<file path="config.mk">
export PLATFORM = sky130hd
export DESIGN_NAME = adbg_tap_ctrl
export DESIGN_NICKNAME = d
export VERILOG_FILES = /design/src/rtl/adbg_tap_ctrl.sv
export SDC_FILE = /design/constraint.sdc
export NUM_CORES = 1
export LEC_CHECK = 0
export BUFFER_PORTS_ARGS = -buffer_cell sky130_fd_sc_hd__buf_2
export CORE_AREA = 4 4 55 94
export DETAILED_ROUTE_END_ITERATION = 6
export DIE_AREA = 0 0 59 98
export PLACE_DENSITY = 0.73
export SYNTH_ARGS = -nofsm -noshare
export SYNTH_HDL_FRONTEND = slang
export SYNTH_SLANG_ARGS = --single-unit
</file>
<file path="constraint.sdc">
create_clock -name tck_i -period 1.58 [get_ports tck_i]
set_input_delay 0.158 -clock tck_i [delete_from_list [all_inputs] [get_ports tck_i]]
set_output_delay 0.158 -clock tck_i [all_outputs]
set_load 0.1 [all_outputs]
</file>
<file path="src/rtl/adbg_tap_ctrl.sv">
// IEEE 1149.1 TAP controller for the advanced debug interface.
// Holds the IR, IDCODE and BYPASS registers and muxes the debug chain onto TDO.
module adbg_tap_ctrl #(
    parameter int unsigned          IR_LENGTH    = 4,
    parameter logic [31:0]          IDCODE_VALUE = 32'h149511C3,
    parameter logic [IR_LENGTH-1:0] IDCODE_INSTR = 4'h2,
    parameter logic [IR_LENGTH-1:0] DEBUG_INSTR  = 4'h8,
    parameter logic [IR_LENGTH-1:0] BYPASS_INSTR = 4'hF
) (
    input  logic tck_i,
    input  logic trstn_i,
    input  logic tms_i,
    input  logic tdi_i,
    output logic tdo_o,
    output logic tdo_oe_o,
    input  logic debug_tdo_i,
    output logic test_logic_reset_o,
    output logic capture_dr_o,
    output logic shift_dr_o,
    output logic pause_dr_o,
    output logic update_dr_o,
    output logic debug_select_o
);

    // state    | meaning
    // TLR      | Test-Logic-Reset, IR forced to IDCODE
    // RTI      | Run-Test/Idle
    // SEL_x    | Select-DR/IR-Scan
    // CAP_x    | Capture-DR/IR, parallel load of the shift register
    // SHIFT_x  | Shift-DR/IR, LSB first on TDO
    // EXIT1/2_x| Exit1/Exit2 around the pause state
    // PAUSE_x  | Pause-DR/IR, shifting suspended
    // UPD_x    | Update-DR/IR, IR latched in UPD_IR
    typedef enum logic [3:0] {
        TLR, RTI,
        SEL_DR, CAP_DR, SHIFT_DR, EXIT1_DR, PAUSE_DR, EXIT2_DR, UPD_DR,
        SEL_IR, CAP_IR, SHIFT_IR, EXIT1_IR, PAUSE_IR, EXIT2_IR, UPD_IR
    } tap_state_e;

    localparam logic [IR_LENGTH-1:0] IR_CAPTURE = {{(IR_LENGTH-1){1'b0}}, 1'b1};

    tap_state_e           state_q, state_d;
    logic [IR_LENGTH-1:0] ir_shift_q;
    logic [IR_LENGTH-1:0] ir_latched_q;
    logic [31:0]          idcode_sr_q;
    logic                 bypass_q;
    logic                 sel_idcode;
    logic                 dr_tdo;

    always_comb begin
        state_d = state_q;
        case (state_q)
            TLR:      state_d = tms_i ? TLR      : RTI;
            RTI:      if (tms_i) state_d = SEL_DR;
            SEL_DR:   state_d = tms_i ? SEL_IR   : CAP_DR;
            CAP_DR:   state_d = tms_i ? EXIT1_DR : SHIFT_DR;
            SHIFT_DR: if (tms_i) state_d = EXIT1_DR;
            EXIT1_DR: state_d = tms_i ? UPD_DR   : PAUSE_DR;
            PAUSE_DR: if (tms_i) state_d = EXIT2_DR;
            EXIT2_DR: state_d = tms_i ? UPD_DR   : SHIFT_DR;
            UPD_DR:   state_d = tms_i ? SEL_DR   : RTI;
            SEL_IR:   state_d = tms_i ? TLR      : CAP_IR;
            CAP_IR:   state_d = tms_i ? EXIT1_IR : SHIFT_IR;
            SHIFT_IR: if (tms_i) state_d = EXIT1_IR;
            EXIT1_IR: state_d = tms_i ? UPD_IR   : PAUSE_IR;
            PAUSE_IR: if (tms_i) state_d = EXIT2_IR;
            EXIT2_IR: state_d = tms_i ? UPD_IR   : SHIFT_IR;
            UPD_IR:   state_d = tms_i ? SEL_DR   : RTI;
            default:  state_d = TLR;
        endcase
    end

    always_ff @(posedge tck_i or negedge trstn_i) begin
        if (!trstn_i) begin
            state_q <= TLR;
        end else begin
            state_q <= state_d;
        end
    end

    // IR latch is forced on the edge that enters TLR so debug_select_o drops with the state.
    always_ff @(posedge tck_i or negedge trstn_i) begin
        if (!trstn_i) begin
            ir_shift_q   <= '0;
            ir_latched_q <= IDCODE_INSTR;
        end else begin
            if (state_q == CAP_IR) begin
                ir_shift_q <= IR_CAPTURE;
            end else if (state_q == SHIFT_IR) begin
                ir_shift_q <= {tdi_i, ir_shift_q[IR_LENGTH-1:1]};
            end
            if (state_d == TLR) begin
                ir_latched_q <= IDCODE_INSTR;
            end else if (state_q == UPD_IR) begin
                ir_latched_q <= ir_shift_q;
            end
        end
    end

    assign sel_idcode = (ir_latched_q == IDCODE_INSTR);

    always_ff @(posedge tck_i or negedge trstn_i) begin
        if (!trstn_i) begin
            idcode_sr_q <= '0;
            bypass_q    <= 1'b0;
        end else begin
            if (state_q == CAP_DR && sel_idcode) begin
                idcode_sr_q <= IDCODE_VALUE;
            end else if (state_q == SHIFT_DR && sel_idcode) begin
                idcode_sr_q <= {tdi_i, idcode_sr_q[31:1]};
            end
            if (state_q == CAP_DR) begin
                bypass_q <= 1'b0;
            end else if (state_q == SHIFT_DR) begin
                bypass_q <= tdi_i;
            end
        end
    end

    always_comb begin
        dr_tdo = bypass_q;
        case (ir_latched_q)
            IDCODE_INSTR: dr_tdo = idcode_sr_q[0];
            DEBUG_INSTR:  dr_tdo = debug_tdo_i;
            BYPASS_INSTR: dr_tdo = bypass_q;
            default:      dr_tdo = bypass_q;
        endcase
    end

    always_ff @(negedge tck_i or negedge trstn_i) begin
        if (!trstn_i) begin
            tdo_o    <= 1'b0;
            tdo_oe_o <= 1'b0;
        end else begin
            tdo_oe_o <= (state_q == SHIFT_IR) || (state_q == SHIFT_DR);
            if (state_q == SHIFT_IR) begin
                tdo_o <= ir_shift_q[0];
            end else if (state_q == SHIFT_DR) begin
                tdo_o <= dr_tdo;
            end
        end
    end

    assign test_logic_reset_o = (state_q == TLR);
    assign capture_dr_o       = (state_q == CAP_DR);
    assign shift_dr_o         = (state_q == SHIFT_DR);
    assign pause_dr_o         = (state_q == PAUSE_DR);
    assign update_dr_o        = (state_q == UPD_DR);
    assign debug_select_o     = (ir_latched_q == DEBUG_INSTR);

endmodule

</file>
==> flow_summary.toml <==
[status]
outcome = "finished, violations left"
violations = "negative setup slack"

[synth]
synth_cells = 227
synthFlopType = "dfrtp_1"
synth_seq_area_share = 0.5120
synth-warning-count = 0
syn_nets = 232
synthArstFlopShare = 1.000
synth-edff-count = 0
ys_types = 47
postSynthAreaPerCell_um2 = 10.13
yosys.area.top_type_share = 0.4788
synthTopCellsByArea = "dfrtp_1 (48%), nand4_1 (7.3%), o21ai_0 (5.0%)"
synth-seq-cells = 47
synth_top_area_cell = "dfrtp_1"
synth_area_mm2 = 0.002300

[detailed_routing]
drt-met1-wl_mm = 2.068
met3_length_um = 192
drtIter0Drc = 58
wl_per_cell_um = 17.05
drtAntennaViolNets = 0
wl_mm = 5.594
dr_wl_met2_mm = 3.162
top_layer = "met4"
first_pass_iters = 4
vias_per_cell = 5.829
dr_total_vias = 1912
drc_errors = 0

[flow_run]
drv_cap = 0

[floorplanning]
dieArea_mm2 = 0.005782
fp.coreArea_mm2 = 0.004404
ios = 13
die_h_um = 98
rows = 32
dieWidth_um = 59
initial_core_util = 0.5222

[cts]
cts_sinks = 47
clk_pin_slew_ns = 0.10
cts_tree = "done"
cts_max_level = 2
insertion_delay_ns = 0.31
cts_buffer_depth = 2
cts_root_buf = "clkbuf_8"
cts_inserted_buffers = 5

[setup_path]
start_kind = "register"
slowest_stage = "dfstp_2"
crit_type = "register to register"
path_cells = "xnor2_1 > o311a_1 > a311o_1"
crit_fanout = 2
slowest_delay_ns = 0.55
cp-end-kind = "register"
crit_required_ns = 0.94
arrival_ns = 1.46

[placement]
hpwl_mm = 3.364
numPortBuffers = 12
globalplace.congestion = 0.8156
postPlaceCellArea_mm2 = 0.002804

[global_route]
antenna_found_initial = 0
grt_pass1_vias = 2068
overflow = 0
grt_max_degree = 31
grt_pass1_wl_mm = 9.542
track_usage = 0.2139

[power_and_ir_drop]
p_leak_uw = 0.001445
power_uw = 7366
p_per_area_mw_per_mm2 = 2285
irDropWorstVdd_mv = 1.854

[layout]
layout-drive-gt1-share = 0.3682
final_area_mm2 = 0.003223
syn_to_final_growth_pct = 40.15
layout.nets = 281
diodes = 0

[sta]
setup_ws_ns = -0.5166
finClkSkew_ns = 0.01373
hold_viol = 0
relSlewSlack = 0.7512
slew_viol_final = 0
worst_pin_slew_ns = 0.3717
setup_viol = 42
grt_setup_unrepaired = "true"

[worst_hold_path]
min_path_type = "input pin to register"
power breakdown:
group          internal [uW]  leakage, uW  switching (uW)
clock                    358    0.0000474             425
sequential              1730     0.000586             330
combinational           2160     0.000812            2360
cell usage after synthesis, types with 2 or more instances:
master    instances
a21oi_1           4
buf_2             9
clkbuf_1          7
dfrtn_1           2
dfrtp_1          44
inv_1            22
mux2_2            2
mux2_4            3
mux2i_1           7
nand2_1          11
nand3b_1          2
nand4_1          27
nor2_1           12
nor2b_1           6
nor3b_1           2
nor4b_1           3
nor4b_4           2
o21a_1            9
o21ai_0          23
o21bai_1          2
xnor2_1           2
worst max-delay path: cells and delay by family, from the launching register on:
family	cells	cell delay (ns)
DFF	1	0.55
xor gates and xnor gates	1	0.06
AOI/OAI and AO/OA	2	0.54
logic make-up (layout without fill, tap and decap cells):
logic type / count (synthesis) / after routing / synth area share
xor gates and xnor gates: 2 / 2 / 0.007618
AOI/OAI and AO/OA: 49 / 50 / 0.1376
muxes: 12 / 12 / 0.05985
and+or+nand+nor: 75 / 75 / 0.2035
buffers and inverters: 42 / 91 / 0.07944
DFF: 47 / 47 / 0.5120
path summary, 6_finish.rpt:
| path | start | depth (start not counted) | slack, ns | endpoint |
|---|---|---|---|---|
| max in group asynchronous | trstn_i | 2 | 0.52 | tdo_oe_o |
| min | tdi_i | 3 | 0.13 | idcode_sr_q[31] |
| min in group asynchronous | trstn_i | 2 | 0.20 | idcode_sr_q[27] |
| max reg2reg | ir_latched_q[1] | 3 | -0.52 | tdo_o |
| max | ir_latched_q[1] | 3 | -0.52 | tdo_o |
| min reg2reg | idcode_sr_q[12] | 1 | 0.50 | idcode_sr_q[12] |
cell type report:
| type | instances | area [um^2] |
|---|---|---|
| Clock buffer | 6 | 82.58 |
| Clock inverter | 2 | 16.27 |
| Fill cell | 301 | 1181 |
| Inverter | 23 | 93.84 |
| Multi-Input combinational cell | 139 | 1094 |
| Sequential cell | 47 | 1181 |
| Tap cell | 51 | 63.81 |
| Timing Repair Buffer | 60 | 691.9 |
stage by stage:
stage | hold slack (ns) | util | cells | setup slack, ns | TNS [ns]
2_1_floorplan | -0.1376 | - | 227 | -0.5848 | -2.904
3_3_place_gp | -0.006485 | 0.6366 | 305 | -0.5252 | -10.20
3_5_place_dp | -0.006944 | 0.6366 | 305 | -0.5309 | -11.09
4_1_cts | 0.1277 | 0.7224 | 330 | -0.5085 | -10.15
5_1_grt | 0.1403 | 0.7318 | 328 | -0.5557 | -10.13
6_report | 0.1278 | 0.7318 | 328 | -0.5166 | -8.400
cells in the final DEF, fill, tap and decap left out, types with 2 or more instances in the layout:
master	Yosys	final
buf_6	1	27
nand3b_1	2	2
buf_2	9	4
o21bai_1	2	2
nor2b_1	6	5
nor2_1	12	12
mux2_4	3	5
clkbuf_8	0	6
buf_4	1	15
nand2_1	11	11
nor4b_4	2	4
o21ai_0	23	8
a21oi_1	4	4
nand4_1	27	27
xnor2_1	2	2
o21ai_2	0	13
mux2i_1	7	7
o21ai_1	1	2
dfrtp_2	0	3
buf_8	0	3
inv_1	22	22
dfrtn_1	2	2
o21a_1	9	9
o21a_4	1	2
buf_12	0	10
dfrtp_1	44	41
routing by layer:
metal | track usage | vias to the layer above
met2 | 0.3680 | 51
met5 | 0 | -
li1 | - | 903
met1 | 0.2448 | 944
met3 | 0.03571 | 14
met4 | 0.1099 | 0
registers in the layout, summed over array words and instances (netlist names):
signal,cells
idcode_sr_q,32
ir_latched_q,4
ir_shift_q,4
state_q,4
bypass_q,1
tdo_o,1
tdo_oe_o,1
timing repair:
| item | 4_1_cts | 5_1_grt |
|---|---|---|
| pin swaps | 11 | 7 |
| setup endpoints to repair | 43 | 43 |
| gates resized for setup | 55 | 23 |
| endpoints found under the hold margin | 14 | 0 |
| hold buffers | 1 | 0 |
| gates cloned | 2 | 0 |
| setup buffers | 14 | 5 |
(Power assumes the default switching activity.)
